[config.mk]
export PLATFORM = sky130hd
export DESIGN_NAME = mem_bus_arbiter
export DESIGN_NICKNAME = d
export VERILOG_FILES = /design/src/rtl/mem_arb_pkg.sv /design/src/rtl/mem_bus_arbiter_rr_arb2.sv /design/src/rtl/mem_bus_arbiter.sv
export SDC_FILE = /design/constraint.sdc
export NUM_CORES = 1
export LEC_CHECK = 0
export ABC_AREA = 1
export CAP_MARGIN = 15
export CORE_AREA = 3 3 106 108
export DETAILED_ROUTE_END_ITERATION = 7
export DIE_AREA = 0 0 109 111
export DONT_BUFFER_PORTS = 1
export MAX_ROUTING_LAYER = met4
export PLACE_DENSITY = 0.3
export SLEW_MARGIN = 40
export SYNTH_ARGS = -nofsm -noshare
export SYNTH_HDL_FRONTEND = slang
export SYNTH_SLANG_ARGS = --single-unit
[constraint.sdc]
create_clock -name clk -period 1.3 [get_ports clk]
set_input_delay 0.39 -clock clk [delete_from_list [all_inputs] [get_ports clk]]
set_output_delay 0.39 -clock clk [all_outputs]
set_load 0.01 [all_outputs]
[src/rtl/mem_arb_pkg.sv]
// Shared types and limits for the instruction/data memory arbiter.
//   owner_t     : which master owns the outstanding access
//   state_t     : arbiter sequencing state
//   MEM_LAT_MAX : largest supported memory read latency
package mem_arb_pkg;

  typedef enum logic {
    OWN_IF = 1'b0,
    OWN_D  = 1'b1
  } owner_t;

  typedef enum logic {
    S_IDLE = 1'b0,
    S_WAIT = 1'b1
  } state_t;

  localparam int MEM_LAT_MAX = 4;

  // Grant vector bit positions shared by the picker and the top level.
  localparam int GNT_IF = 0;
  localparam int GNT_D  = 1;

endpackage

[src/rtl/mem_bus_arbiter_rr_arb2.sv]
// Two-way round-robin picker, purely combinational.
//   en       : grant window open; no grant when low
//   req_if   : fetch master requesting
//   req_d    : data master requesting
//   last_gnt : master granted most recently (held by the parent)
//   gnt      : one-hot grant, bit GNT_IF = fetch, bit GNT_D = data
module rr_arb2
  import mem_arb_pkg::*;
(
  input  logic       en,
  input  logic       req_if,
  input  logic       req_d,
  input  owner_t     last_gnt,
  output logic [1:0] gnt
);

  always_comb begin
    gnt = 2'b00;
    if (en) begin
      if (req_if && req_d) begin
        // Tie: the master that was not served last goes first.
        if (last_gnt == OWN_D) gnt[GNT_IF] = 1'b1;
        else                   gnt[GNT_D]  = 1'b1;
      end else begin
        gnt[GNT_IF] = req_if;
        gnt[GNT_D]  = req_d;
      end
    end
  end

endmodule

[src/rtl/mem_bus_arbiter.sv]
// Shares one fixed-latency single-port memory between the core's
// instruction-fetch port (if_*) and load/store port (d_*). One access is
// outstanding at a time; the response is routed back to its owner.
//
// Handshake: a master holds *_req_i and its fields until *_gnt_o is seen
// high in the same cycle; the access is issued on mem_* in that cycle and
// *_rvalid_o pulses for one cycle exactly MEM_LAT cycles later. There is no
// backpressure on responses.
//
// Ports:
//   clk, rst                 clock, synchronous active-high reset
//   if_req_i/if_addr_i       fetch request and address
//   if_gnt_o                 fetch accepted this cycle
//   if_rvalid_o/if_rdata_o   fetch response (rdata 0 outside the pulse)
//   d_req_i/d_we_i/d_addr_i/d_wdata_i/d_wstrb_i  load/store request
//   d_gnt_o                  load/store accepted this cycle
//   d_rvalid_o/d_rdata_o     read data or write ack (rdata 0 on ack)
//   mem_en_o..mem_wstrb_o    memory access, valid in the grant cycle
//   mem_rdata_i              memory read data, MEM_LAT cycles after mem_en_o
//   dbg_state_o              current sequencing state
//
// MEM_LAT must lie in 1..MEM_LAT_MAX; DATA_W must be a multiple of 8.
module mem_bus_arbiter
  import mem_arb_pkg::*;
#(
  parameter int ADDR_W  = 32,
  parameter int DATA_W  = 32,
  parameter int MEM_LAT = 1
) (
  input  logic                clk,
  input  logic                rst,
  input  logic                if_req_i,
  input  logic [ADDR_W-1:0]   if_addr_i,
  output logic                if_gnt_o,
  output logic                if_rvalid_o,
  output logic [DATA_W-1:0]   if_rdata_o,
  input  logic                d_req_i,
  input  logic                d_we_i,
  input  logic [ADDR_W-1:0]   d_addr_i,
  input  logic [DATA_W-1:0]   d_wdata_i,
  input  logic [DATA_W/8-1:0] d_wstrb_i,
  output logic                d_gnt_o,
  output logic                d_rvalid_o,
  output logic [DATA_W-1:0]   d_rdata_o,
  output logic                mem_en_o,
  output logic                mem_we_o,
  output logic [ADDR_W-1:0]   mem_addr_o,
  output logic [DATA_W-1:0]   mem_wdata_o,
  output logic [DATA_W/8-1:0] mem_wstrb_o,
  input  logic [DATA_W-1:0]   mem_rdata_i,
  output state_t              dbg_state_o
);

  localparam int CNT_W = $clog2(MEM_LAT + 1);

  state_t           state;
  logic [CNT_W-1:0] cnt;
  owner_t           owner;
  owner_t           last_gnt;
  logic             own_we;

  logic             last_cycle;
  logic             resp;
  logic             win;
  logic [1:0]       gnt;

  // Final latency cycle: response out, and a new grant may overlap it.
  // Reset gates every output so the block is silent while rst is high.
  assign last_cycle = (state == S_WAIT) && (cnt == '0);
  assign resp       = !rst && last_cycle;
  assign win        = !rst && ((state == S_IDLE) || last_cycle);

  rr_arb2 u_pick (
    .en       (win),
    .req_if   (if_req_i),
    .req_d    (d_req_i),
    .last_gnt (last_gnt),
    .gnt      (gnt)
  );

  assign if_gnt_o    = gnt[GNT_IF];
  assign d_gnt_o     = gnt[GNT_D];
  assign dbg_state_o = state;

  always_comb begin
    mem_en_o    = gnt[GNT_IF] | gnt[GNT_D];
    mem_we_o    = 1'b0;
    mem_addr_o  = '0;
    mem_wdata_o = '0;
    mem_wstrb_o = '0;
    if (gnt[GNT_D]) begin
      mem_we_o    = d_we_i;
      mem_addr_o  = d_addr_i;
      mem_wdata_o = d_wdata_i;
      mem_wstrb_o = d_we_i ? d_wstrb_i : '0;
    end else if (gnt[GNT_IF]) begin
      mem_addr_o  = if_addr_i;
    end
  end

  assign if_rvalid_o = resp && (owner == OWN_IF);
  assign d_rvalid_o  = resp && (owner == OWN_D);
  assign if_rdata_o  = if_rvalid_o ? mem_rdata_i : '0;
  assign d_rdata_o   = (d_rvalid_o && !own_we) ? mem_rdata_i : '0;

  always_ff @(posedge clk) begin
    if (rst) begin
      state    <= S_IDLE;
      cnt      <= '0;
      owner    <= OWN_IF;
      last_gnt <= OWN_D;
      own_we   <= 1'b0;
    end else if (gnt[GNT_IF] || gnt[GNT_D]) begin
      state    <= S_WAIT;
      cnt      <= CNT_W'(MEM_LAT - 1);
      owner    <= gnt[GNT_D] ? OWN_D : OWN_IF;
      last_gnt <= gnt[GNT_D] ? OWN_D : OWN_IF;
      own_we   <= gnt[GNT_D] & d_we_i;
    end else if (state == S_WAIT) begin
      if (cnt == '0) state <= S_IDLE;
      else           cnt   <= cnt - 1'b1;
    end
  end

endmodule

==> flow_metrics.py <==
metrics = {
    "cells_and_area": {
        "final_cell_mix": "99 x nor2_4, 70 x nand2_4, 66 x inv_1, 43 x buf_6, 22 x nand2_1",
        "drive_gt1_share_pct": 74.8,
        "area_delta_synth_final_pct": 169,
        "finalNonFillerCells": 509,
        "fillerInstances": 1014,
        "nets": 512,
        "fin_util_pct": 37.6,
        "diodes": 0,
        "layout_commonest_cell": "nor2_4",
    },
    "clock_tree": {
        "cts.sinks": 4,
        "clkTransAtPathRegs_ns": 0.03,
        "cts_max_path_buffers": 2,
        "insertion_delay_ns": 0.22,
        "numCtsBuffers": 3,
        "h-tree-depth": 1,
        "cts_tree": "built",
        "postCtsHoldBufs": 0,
        "cts_root_buf": "clkbuf_8",
    },
    "place": {
        "dpl.hpwl_um": 5810,
        "place_congestion": 0.772,
        "place_inst": 485,
        "io_buffers": 0,
    },
    "floorplan": {
        "die_w_um": 109,
        "row_count": 37,
        "die_y_um": 111,
        "core-area_um2": 10300,
        "pin_count": 276,
        "dieArea_um2": 12100,
        "initial_core_util_pct": 14.0,
    },
    "synthesis": {
        "synth_area_leader_cell": "nand2_1",
        "synth_xor_xnor_area_share_pct": 0,
        "syn_inst": 309,
        "synth.area.mux_share_pct": 0,
        "syn_area_um2": 1440,
        "synthTopCellsByArea": "nand2_1 28%, nor2_1 23%, inv_1 18%",
        "ys_types": 19,
        "synth_top_family_by_area": "simple AND/OR/NAND/NOR gates",
        "synth-seq-cells": 4,
        "syn_nets": 446,
        "synth_seq_area_share_pct": 5.55,
        "synth_top_area_share_pct": 27.6,
        "yosysWarnings": 0,
        "synth.avg_cell_area_um2": 4.67,
        "synth_compound_area_share_pct": 2.17,
        "synth_fa_ha_area_share_pct": 0,
        "synth-simple-area-share_pct": 63.1,
    },
    "routing": {
        "drtIter0Drc": 50,
        "postRouteWirelength_um": 8420,
        "via_per_inst": 4.15,
        "vias": 2114,
        "dr.pass1.iters": 4,
        "post_drt_wl_per_cell_um": 16.5,
        "post-route-drc-count": 0,
        "final_antenna_net_count": 0,
    },
    "power": {
        "p_seq_share_pct": 9.2,
        "p_int_w": 0.000808,
        "swShare_pct": 47.3,
        "combPwrFrac_pct": 73.3,
        "pwr-share-clk_pct": 17.5,
        "power_switching_w": 0.000725,
        "irDropWorstVdd_mv": 0.218,
        "leakage_nw": 1.85,
        "power_density_nw_per_um2": 395,
    },
    "status": {
        "status": "complete, but fails checks",
        "violations": "negative setup slack",
    },
    "worst_hold_path": {
        "hold_path_class": "in2reg",
    },
    "global_routing": {
        "grt_antenna_before_repair": 0,
        "grt_pass1_vias": 2091,
        "grt_max_degree": 18,
        "grt_overflow": 0,
        "grt_pass1_wl_um": 11400,
        "gr-usage-all-layers_pct": 12.6,
    },
    "critical_path": {
        "setup.worst_path.end_class": "output pin",
        "cp-start-kind": "register",
        "cp_max_fo": 10,
        "worstPathArrival_ns": 1.27,
        "crit_type": "reg2out",
        "worstPathRequired_ns": 0.91,
    },
    "sta": {
        "finalMaxSlewViolations": 0,
        "layout_min_cycle_time_ns": 1.66,
        "fmax_ghz": 0.602,
        "setup_violations": 137,
        "worst_slack_ns": -0.360,
        "hold_violations": 0,
        "worst_slew_pin_slew_ns": 0.265,
        "grt_setup_unrepaired": "yes",
        "finalCritPeriodShare_pct": 128,
        "slew_headroom_pct": 82.3,
        "fin_skew_ns": 0.00121,
    },
    "run": {
        "maxCapViolations": 0,
    },
}
## Yosys cell counts
cell type  instances
a21oi_1            1
a21oi_4            1
buf_2              3
buf_4              3
buf_6              9
buf_8              1
dfxtp_1            4
inv_1             69
inv_2              2
nand2_1          106
nand2_2            2
nand2_4            1
nand3_1            1
nand3_2            1
nand4_1            1
nor2_1            90
nor2_2             1
nor2_4            11
o21ai_0            2
## worst max-delay path, cell delays in order, from the launching register on
cell and delay, ns:
dfxtp_4 0.36, nand2_4 0.06, nor2_4 0.22, nand2_8 0.11, buf_12 0.18, nor2_4 0.11
## final timing paths
path / startpoint / endpoint / slack [ns] / cells after the start
hold / removal: rst / own_we$_SDFFE_PP0P_ / 0.24 / 1
setup reg to reg: last_gnt$_SDFFE_PP1P_ / own_we$_SDFFE_PP0P_ / 0.22 / 6
setup / recovery: owner$_SDFFE_PP0P_ / d_rdata_o[20] / -0.36 / 5
hold reg to reg: own_we$_SDFFE_PP0P_ / own_we$_SDFFE_PP0P_ / 0.49 / 2
## what timing repair did
| item | in CTS | in global routing |
|---|---|---|
| endpoints found under the hold margin | 0 | 0 |
| endpoints found under the setup margin | 137 | 137 |
| pin swaps | 14 | 38 |
| resized for setup | 109 | 143 |
| buffers inserted | 9 | 3 |
| cloned | 10 | 5 |
## per-stage QoR
| step | cell area, um2 | setup TNS, ns | power (W) | hold WS (ns) | setup WS, ns |
|---|---|---|---|---|---|
| after floorplan | 2040 | -5.89 | 0.000679 | 0.455 | -0.120 |
| after global placement | 2500 | -12.57 | 0.000837 | 0.470 | -0.196 |
| after detailed placement | 2500 | -12.71 | 0.000832 | 0.466 | -0.223 |
| after CTS | 3260 | -42.22 | 0.00139 | 0.234 | -0.362 |
| after global routing | 3880 | -47.93 | 0.00164 | 0.238 | -0.410 |
| final | 3880 | -40.75 | 0.00153 | 0.242 | -0.360 |
## power groups by stage
stage	Clock (W)	Combinational [W]	Sequential (W)
6_report	0.000268	0.00112	0.000141
4_1_cts	0.000282	0.000964	0.000142
5_1_grt	0.000291	0.00120	0.000142
3_5_place_dp	0	0.000692	0.000141
2_1_floorplan	0	0.000537	0.000141
3_3_place_gp	0	0.000696	0.000141
## flip-flops by register name, summed over array words and instances, names as in the netlist
signal / cells
own_we: 1
owner: 1
dbg_state_o: 1
last_gnt: 1
## logic make-up (layout without fill, tap and decap cells)
kind of cell           Yosys count  in the layout
AND/OR/NAND/NOR                214            215
AO/OA/AOI/OAI                    4              4
buffers and inverters           87            150
flip-flops                       4              4
## final cells by class
| type | count | area (um2) | share of cell area, % |
|---|---|---|---|
| clock buffer | 3 | 41.3 | 1.06 |
| sequential | 4 | 88.8 | 2.29 |
| tap | 136 | 170 | 4.39 |
| timing repair buffer | 76 | 1080 | 27.9 |
| inverter | 71 | 293 | 7.55 |
| multi-input combinational | 219 | 2200 | 56.8 |
## metal layers
metal / wire (um) / up-vias / global-route usage (%) / share of wire, %
met5: 0 / - / - / 0
met4: 61 / 0 / 1.85 / 0.72
met3: 943 / 4 / 4.43 / 11
met2: 5040 / 164 / 26.1 / 60
met1: 2380 / 954 / 10.4 / 28
li1: - / 992 / - / -
Note: power is estimated with default switching activity, not from simulation.
